### config.mk
export PLATFORM = sky130hd
export DESIGN_NAME = vec_sum_sq
export DESIGN_NICKNAME = d
export VERILOG_FILES = /design/src/rtl/vec_sum_sq.sv
export SDC_FILE = /design/constraint.sdc
export NUM_CORES = 1
export LEC_CHECK = 0
export CAP_MARGIN = 20
export CORE_UTILIZATION = 49
export CTS_CLUSTER_DIAMETER = 40
export DETAILED_ROUTE_END_ITERATION = 8
export PLACE_DENSITY = 0.72
export SYNTH_ARGS = -nofsm -noshare
export SYNTH_HDL_FRONTEND = slang
export SYNTH_SLANG_ARGS = --single-unit
### constraint.sdc
create_clock -name clk -period 4.5 [get_ports clk]
set_input_delay 0.675 -clock clk [delete_from_list [all_inputs] [get_ports clk]]
set_output_delay 0.675 -clock clk [all_outputs]
set_load 0.02 [all_outputs]
### src/rtl/vec_sum_sq.sv
// Sequential x^2 + y^2 + z^2 of three signed 8-bit components, one component at a time.
// Define VEC_SUM_SQ_COMBMUL_EN to square in one cycle instead of the 8-cycle shift-add.
//
// state | meaning
// IDLE  | waiting for start; operands captured on start
// ABS   | magnitude of the current component loaded into the multiplier
// MUL   | squaring the magnitude
// ACC   | square added to the accumulator; next component or finish
// DONE  | sum_out valid, done pulse
module vec_sum_sq (
    input  logic        clk,
    input  logic        rst,
    input  logic        start,
    input  logic [7:0]  x_in,
    input  logic [7:0]  y_in,
    input  logic [7:0]  z_in,
    output logic [15:0] sum_out,
    output logic        done,
    output logic        busy
);

    localparam logic [2:0] S_IDLE = 3'd0;
    localparam logic [2:0] S_ABS  = 3'd1;
    localparam logic [2:0] S_MUL  = 3'd2;
    localparam logic [2:0] S_ACC  = 3'd3;
    localparam logic [2:0] S_DONE = 3'd4;

    logic [2:0]  state;
    logic [1:0]  idx;
    logic [7:0]  x_r, y_r, z_r;
    logic [7:0]  mplier;
    logic [15:0] prod;
    logic [15:0] acc;
    logic [7:0]  comp;
    logic [7:0]  mag;
`ifndef VEC_SUM_SQ_COMBMUL_EN
    logic [15:0] mcand;
    logic [2:0]  bit_cnt;
`endif

    // -128 negates back to 8'h80, which reads correctly as unsigned 128
    always_comb begin
        case (idx)
            2'd1:    comp = y_r;
            2'd2:    comp = z_r;
            default: comp = x_r;
        endcase
        mag = comp[7] ? (~comp + 8'd1) : comp;
    end

    assign busy = (state != S_IDLE);
    assign done = (state == S_DONE);

    always_ff @(posedge clk) begin
        if (rst) begin
            state   <= S_IDLE;
            idx     <= 2'd0;
            x_r     <= 8'd0;
            y_r     <= 8'd0;
            z_r     <= 8'd0;
            mplier  <= 8'd0;
            prod    <= 16'd0;
            acc     <= 16'd0;
            sum_out <= 16'd0;
`ifndef VEC_SUM_SQ_COMBMUL_EN
            mcand   <= 16'd0;
            bit_cnt <= 3'd0;
`endif
        end else begin
            case (state)
                S_IDLE: begin
                    if (start) begin
                        x_r   <= x_in;
                        y_r   <= y_in;
                        z_r   <= z_in;
                        idx   <= 2'd0;
                        acc   <= 16'd0;
                        state <= S_ABS;
                    end
                end
                S_ABS: begin
                    mplier  <= mag;
                    prod    <= 16'd0;
`ifndef VEC_SUM_SQ_COMBMUL_EN
                    mcand   <= {8'd0, mag};
                    bit_cnt <= 3'd7;
`endif
                    state   <= S_MUL;
                end
                S_MUL: begin
`ifdef VEC_SUM_SQ_COMBMUL_EN
                    prod  <= {8'd0, mplier} * {8'd0, mplier};
                    state <= S_ACC;
`else
                    if (mplier[0])
                        prod <= prod + mcand;
                    mcand  <= mcand << 1;
                    mplier <= mplier >> 1;
                    if (bit_cnt == 3'd0)
                        state <= S_ACC;
                    else
                        bit_cnt <= bit_cnt - 3'd1;
`endif
                end
                S_ACC: begin
                    acc <= acc + prod;
                    if (idx == 2'd2) begin
                        sum_out <= acc + prod;
                        state   <= S_DONE;
                    end else begin
                        idx   <= idx + 2'd1;
                        state <= S_ABS;
                    end
                end
                S_DONE: state <= S_IDLE;
                default: state <= S_IDLE;
            endcase
        end
    end

endmodule
==> flow_metrics.env, run 1 <==
export IMPL_p_leak_nw=2.41
export IMPL_grt_max_degree=41
export IMPL_fill_cells=994
export IMPL_synth_distinct_cells=69
export IMPL_arrival_ns=2.95
export IMPL_setup_viol=0
export IMPL_cts_htree_levels=3
export IMPL_clkTransAtPathRegs_ns=0.07
export IMPL_cts_sinks=104
export IMPL_powerDensity_mw_per_mm2=365
export IMPL_track_usage=0.225
export IMPL_crit_fanout=5
export IMPL_die_h_microns=109
export IMPL_startpoint_type="flop"
export IMPL_synth_warnings=0
export IMPL_final_util=0.583
export IMPL_rsz0062_at_grt="false"
export IMPL_ir_drop_mv=0.298
export IMPL_cts_buffers=9
export IMPL_fin_crit_ns=2.71
export IMPL_initial_core_util=0.510
export IMPL_ant_nets=0
export IMPL_antenna_found_initial=0
export IMPL_end_kind="flop"
export IMPL_fin_skew_ns=0.00718
export IMPL_relSlewSlack=0.528
export IMPL_num_vias=4916
export IMPL_synth_area_per_cell_sq_um=8.22
export IMPL_clockBufferDepth=2
export IMPL_nets=772
export IMPL_netlist_area_sq_mm=0.00563
export IMPL_async_flop_share=0
export IMPL_multi_input_area_sq_mm=0.00328
export IMPL_insertion_delay_ns=0.35
export IMPL_synth_cells=685
export IMPL_area_delta_synth_final_pct=14.3
export IMPL_drtPass1Iterations=5
export IMPL_die_area_sq_mm=0.0119
export IMPL_viasPerCell=5.76
export IMPL_syn_nets=748
export IMPL_critPathRequiredTime_ns=4.74
export IMPL_place_congestion=0.884
export IMPL_grt_pass1_wl_mm=21.0
export IMPL_seq_area_sq_mm=0.00208
export IMPL_die_x_microns=109
export IMPL_clock_root_buffer="clkbuf_16"
export IMPL_cts_resized=0
export IMPL_worst_pin_slew_ns=0.705
export IMPL_synth_edf_count=0
export IMPL_drtIter0Drc=331
export IMPL_drc=0
export IMPL_postCtsSetupBuffers=0
export IMPL_ys_flop_type="dfxtp_1"
export IMPL_cap_violations=0
export IMPL_drv_slew=0
export IMPL_min_path_type="reg -> reg"
export IMPL_status="complete, no violations"
export IMPL_drive_gt1_frac=0.0630
export IMPL_tritoncts="done"
export IMPL_hpwl_mm=9.27
export IMPL_grt_pass1_vias=4552
export IMPL_crit_type="reg -> reg"
export IMPL_core_area_sq_mm=0.0110
export IMPL_port_buffers=44
export IMPL_ys_seq_area_frac=0.370
export IMPL_io_pins=45
export IMPL_fmax_mhz=369
export IMPL_fin_tns_setup_ns=0
export IMPL_grt_overflow=0
export IMPL_wirelength_mm=12.8
export IMPL_avgRoutedWirePerCell_microns=15.0
export IMPL_ys_ff_latch=104
export IMPL_antenna_cells=0
export IMPL_postCtsHoldBufs=0
export IMPL_finalHoldViolCount=0
export IMPL_rows=38
export IMPL_post_route_period_util=0.602
==> layout make-up <==
type	count	share of cell area
multi-input combinational	527	0.511
tap	140	0.0272
inverter	16	0.00933
clock buffer	10	0.0356
clock inverter	6	0.0179
timing repair buffer	51	0.0758
sequential	104	0.324
==> Yosys cell counts (2+ instances only) <==
| master | number | area (sq um) |
|---|---|---|
| nand2_1 | 109 | 409 |
| dfxtp_1 | 104 | 2080 |
| a21oi_1 | 89 | 445 |
| nor2_1 | 52 | 195 |
| ha_1 | 34 | 425 |
| clkbuf_1 | 30 | 113 |
| o21ai_0 | 26 | 130 |
| a22oi_1 | 24 | 180 |
| nand3_1 | 20 | 100 |
| xnor2_1 | 18 | 158 |
| inv_1 | 16 | 60.1 |
| nor2b_1 | 11 | 68.8 |
| a211oi_1 | 10 | 75.1 |
| a31oi_1 | 10 | 62.6 |
| nor3_1 | 10 | 50.1 |
| xor2_1 | 10 | 87.6 |
| a22o_1 | 7 | 61.3 |
| nand4_1 | 7 | 43.8 |
| o21a_1 | 7 | 52.6 |
| a21o_1 | 6 | 45.0 |
| and3_1 | 5 | 31.3 |
| clkbuf_8 | 5 | 68.8 |
| nand3b_1 | 5 | 37.5 |
| o211ai_1 | 5 | 37.5 |
| a221o_1 | 4 | 40.0 |
| o31ai_1 | 4 | 30.0 |
| a221oi_1 | 3 | 26.3 |
| a2111oi_2 | 2 | 30.0 |
| a211o_1 | 2 | 17.5 |
| a21boi_0 | 2 | 15.0 |
| and2_1 | 2 | 12.5 |
| fa_1 | 2 | 40.0 |
| nand2b_1 | 2 | 12.5 |
| nand4b_1 | 2 | 17.5 |
| nor3_2 | 2 | 20.0 |
| nor3b_2 | 2 | 25.0 |
| o21ai_1 | 2 | 10.0 |
| or2_2 | 2 | 12.5 |
| or3_1 | 2 | 12.5 |
==> layer usage <==
| layer | vias up | global-route usage | share of wire |
|---|---|---|---|
| met5 | - | 0 | 0 |
| met4 | 0 | 0.0819 | 0.017 |
| met3 | 22 | 0.0460 | 0.035 |
| met2 | 102 | 0.406 | 0.51 |
| met1 | 2291 | 0.260 | 0.44 |
| li1 | 2501 | - | - |
==> through the flow <==
stage	area, sq um	setup slack, ns	hold slack (ns)	cells	power [mW]
2_1_floorplan	5630	2.18	0.433	685	1.34
3_3_place_gp	6090	1.98	0.445	838	1.44
3_5_place_dp	6090	1.88	0.447	838	1.45
4_1_cts	6430	1.82	0.457	854	2.35
5_1_grt	6430	1.65	0.473	854	2.45
6_report	6430	1.79	0.456	854	2.35
==> cells by family (layout without fill, tap and decap cells) <==
group | after synthesis | after routing | synth area share
AO/OA/AOI/OAI | 217 | 217 | 0.249
XOR/XNOR | 28 | 28 | 0.0436
adder cells (fa/ha/maj) | 36 | 36 | 0.0827
buffers and inverters | 54 | 83 | 0.0469
flip-flops | 104 | 104 | 0.370
multiplexers | 2 | 2 | 0.00378
AND/OR/NAND/NOR | 244 | 244 | 0.204
==> where the power goes <==
group	switching [mW]	internal, mW
combinational	0.269	0.146
sequential	0.0480	0.976
clock	0.362	0.548
total	0.679	1.67
==> critical path, cell delays in order, from the launching register on <==
cell      delay [ns]
dfxtp_1         0.44
inv_1           0.11
fa_1            0.45
nor2b_1         0.23
o31a_1          0.23
nor3_2          0.07
o31ai_1         0.51
a311oi_2        0.19
xnor2_1         0.17
a22o_1          0.20
==> sequential cells by signal, indices dropped and copies added, names as in the netlist <==
register  flops
acc          16
mcand        16
prod         16
sum_out      16
mplier        8
x_r           8
y_r           8
z_r           8
bit_cnt       3
state         3
idx           2
==> layout by cell type (no fill, tap or decap), types with 11 or more instances in the layout <==
master	count
nand2_1	109
dfxtp_1	104
a21oi_1	89
nor2_1	52
clkdlybuf4s50_1	43
ha_1	34
o21ai_0	26
a22oi_1	24
nand3_1	20
xnor2_1	18
inv_1	16
nor2b_1	11
==> path summary, 6_finish.rpt <==
kind	startpoint	end	slack, ns	cells past startpoint
max	prod[1]	prod[14]	1.79	9
min	sum_out[11]	sum_out[11]	0.46	2
max reg2reg	prod[1]	prod[14]	1.79	9
min reg2reg	sum_out[11]	sum_out[11]	0.46	2
Note: power is estimated with default switching activity, not from simulation.
==> inputs of run 2 (changes only) <==
- PLACE_DENSITY: 0.72 -> 0.75
- clock period: 4.5 -> 2.2 ns (I/O delays scaled with it)
==> run 2 against run 1 <==
The run now ends with setup timing left. First-iteration DRC count increased by 19%. Via count increased by 10%. Count of clock-buffer cells in the layout unchanged. Critical path type unchanged. Largest power group unchanged.
==> flow_metrics.env, run 2 (same netlist as run 1, synthesis figures left out) <==
export IMPL_p_leak_nw=2.82
export IMPL_die_area_sq_mm=0.0119
export IMPL_place_congestion=0.914
export IMPL_num_vias=5425
export IMPL_intPower_mw=3.21
export IMPL_status="complete, but fails checks"
export IMPL_final_util=0.662
export IMPL_drive_gt1_frac=0.217
export IMPL_drtIter0Drc=395
export IMPL_layout_setup_ws_ns=-0.0860
export IMPL_clkTransAtPathRegs_ns=0.07
export IMPL_startpoint_type="flop"
export IMPL_antenna_cells=0
export IMPL_fin_crit_ns=2.29
export IMPL_clock_root_buffer="clkbuf_16"
export IMPL_antenna_found_initial=0
export IMPL_powerDensity_mw_per_mm2=639
export IMPL_core_area_sq_mm=0.0110
export IMPL_area_delta_synth_final_pct=29.6
export IMPL_nets=851
export IMPL_track_usage=0.250
export IMPL_fin_skew_ns=0.0107
export IMPL_initial_core_util=0.510
export IMPL_viasPerCell=5.81
export IMPL_port_buffers=44
export IMPL_fmax_mhz=437
export IMPL_finalInstanceArea_sq_mm=0.00730
export IMPL_min_to="mcand[12]"
export IMPL_critPathRequiredTime_ns=2.49
export IMPL_rsz0062_at_grt="true"
export IMPL_io_pins=45
export IMPL_clkPwrFrac=0.337
export IMPL_arrival_ns=2.57
export IMPL_die_x_microns=109
export IMPL_setup_viol=2
export IMPL_fin_total_pwr_mw=4.66
export IMPL_clockBufferDepth=2
export IMPL_fin_tns_setup_ns=-0.0878
export IMPL_drc=0
export IMPL_ir_drop_mv=0.509
export IMPL_cts_htree_levels=3
export IMPL_drv_slew=0
export IMPL_worst_pin_slew_ns=0.661
export IMPL_final_cell_mix="108 x nand2_1, 95 x dfxtp_1, 85 x buf_4"
export IMPL_drtPass1Iterations=9
export IMPL_cts_sinks=104
export IMPL_tritoncts="done"
export IMPL_timing_rr_start="prod[2]"
export IMPL_whs_ns=0.364
export IMPL_grt_pass1_vias=5114
export IMPL_avgRoutedWirePerCell_microns=15.9
export IMPL_grt_pass1_wl_mm=23.3
export IMPL_p_sw_frac=0.311
export IMPL_min_path_type="in -> reg"
export IMPL_power_switching_mw=1.45
export IMPL_r2r_setup_slack_ns=-0.09
export IMPL_relSlewSlack=0.557
export IMPL_die_h_microns=109
export IMPL_violations="setup timing"
export IMPL_ant_nets=0
export IMPL_min_from="rst"
export IMPL_r2r_cells=7
export IMPL_grt_overflow=0
export IMPL_grt_max_degree=41
export IMPL_rows=38
export IMPL_postCtsHoldBufs=0
export IMPL_p_comb_frac=0.215
export IMPL_worstHoldPathCells=2
export IMPL_end_kind="flop"
export IMPL_cap_violations=0
export IMPL_crit_type="reg -> reg"
export IMPL_worstReg2RegEnd="acc[15]"
export IMPL_cts_buffers=9
export IMPL_post_route_period_util=1.04
export IMPL_finalHoldViolCount=0
export IMPL_power_frac_seq=0.448
export IMPL_layout_commonest_cell="nand2_1"
export IMPL_insertion_delay_ns=0.36
export IMPL_wirelength_mm=14.9
export IMPL_place_area_sq_mm=0.00663
export IMPL_hpwl_mm=10.1
export IMPL_crit_fanout=3
[run 2: cell types whose count changed in the layout (fill, tap and decap cells not counted), moves of 9 or more]
cell,change
buf_4,+78
ha_1,-11
dfxtp_1,-9
ha_4,+9
[run 2: cell type report]
type                       count  area [sq um]
inverter                      16          60.1
clock buffer                  10           239
fill                         880          3730
clock inverter                 6          53.8
tap                          140           175
sequential                   104          2100
timing repair buffer         130          1090
multi-input combinational    527          3580
[run 2: worst max path at each step]
| stage | end | cells after the start | start |
|---|---|---|---|
| 4_1_cts | acc[15] | 8 | prod[1] |
| 2_1_floorplan | acc[15] | 8 | prod[3] |
| 3_5_place_dp | prod[14] | 10 | prod[0] |
| 3_3_place_gp | prod[12] | 10 | prod[0] |
| 5_1_grt | acc[15] | 7 | prod[2] |
| 6_report | acc[15] | 7 | prod[2] |
[run 2: timing repair]
item,CTS,global route
pin swaps,23,48
resized for setup,20,43
endpoints found under the setup margin,18,31
setup buffers,11,5
hold endpoints to repair,0,0
[run 2: power by group through the flow]
stage | Sequential, mW | Combinational [mW] | Clock [mW]
5_1_grt | 2.11 | 1.09 | 1.66
2_1_floorplan | 2.09 | 0.659 | 0
3_5_place_dp | 2.13 | 0.964 | 0
4_1_cts | 2.08 | 0.972 | 1.60
3_3_place_gp | 2.12 | 0.941 | 0
6_report | 2.09 | 1.00 | 1.57
[run 2: layer usage]
| metal | global-route usage | vias to the layer above | share of wire |
|---|---|---|---|
| met2 | 0.457 | 146 | 0.52 |
| met3 | 0.0580 | 31 | 0.042 |
| met5 | 0 | - | 0 |
| li1 | - | 2654 | - |
| met1 | 0.283 | 2594 | 0.41 |
| met4 | 0.0810 | 0 | 0.022 |
[run 2: through the flow]
stage	std cells	worst slack, ns
after floorplan	685	0.0123
after global placement	904	-0.0406
after detailed placement	904	-0.155
after CTS	931	-0.0978
after global routing	933	-0.139
final	933	-0.0860
[run 2: critical path, cell delays in order (launching register included)]
cell and delay [ns]:
dfxtp_2 0.36, ha_1 0.36, nand4b_4 0.13, a2111o_1 0.43
a2111oi_2 0.37, nand4b_1 0.18, mux2_4 0.32, nor2_2 0.08
==> inputs of run 3 (changes only) <==
- SLEW_MARGIN: unset -> 10
==> results of run 3 <==
No change in the layout: final DEF, timing and power equal those of run 2.
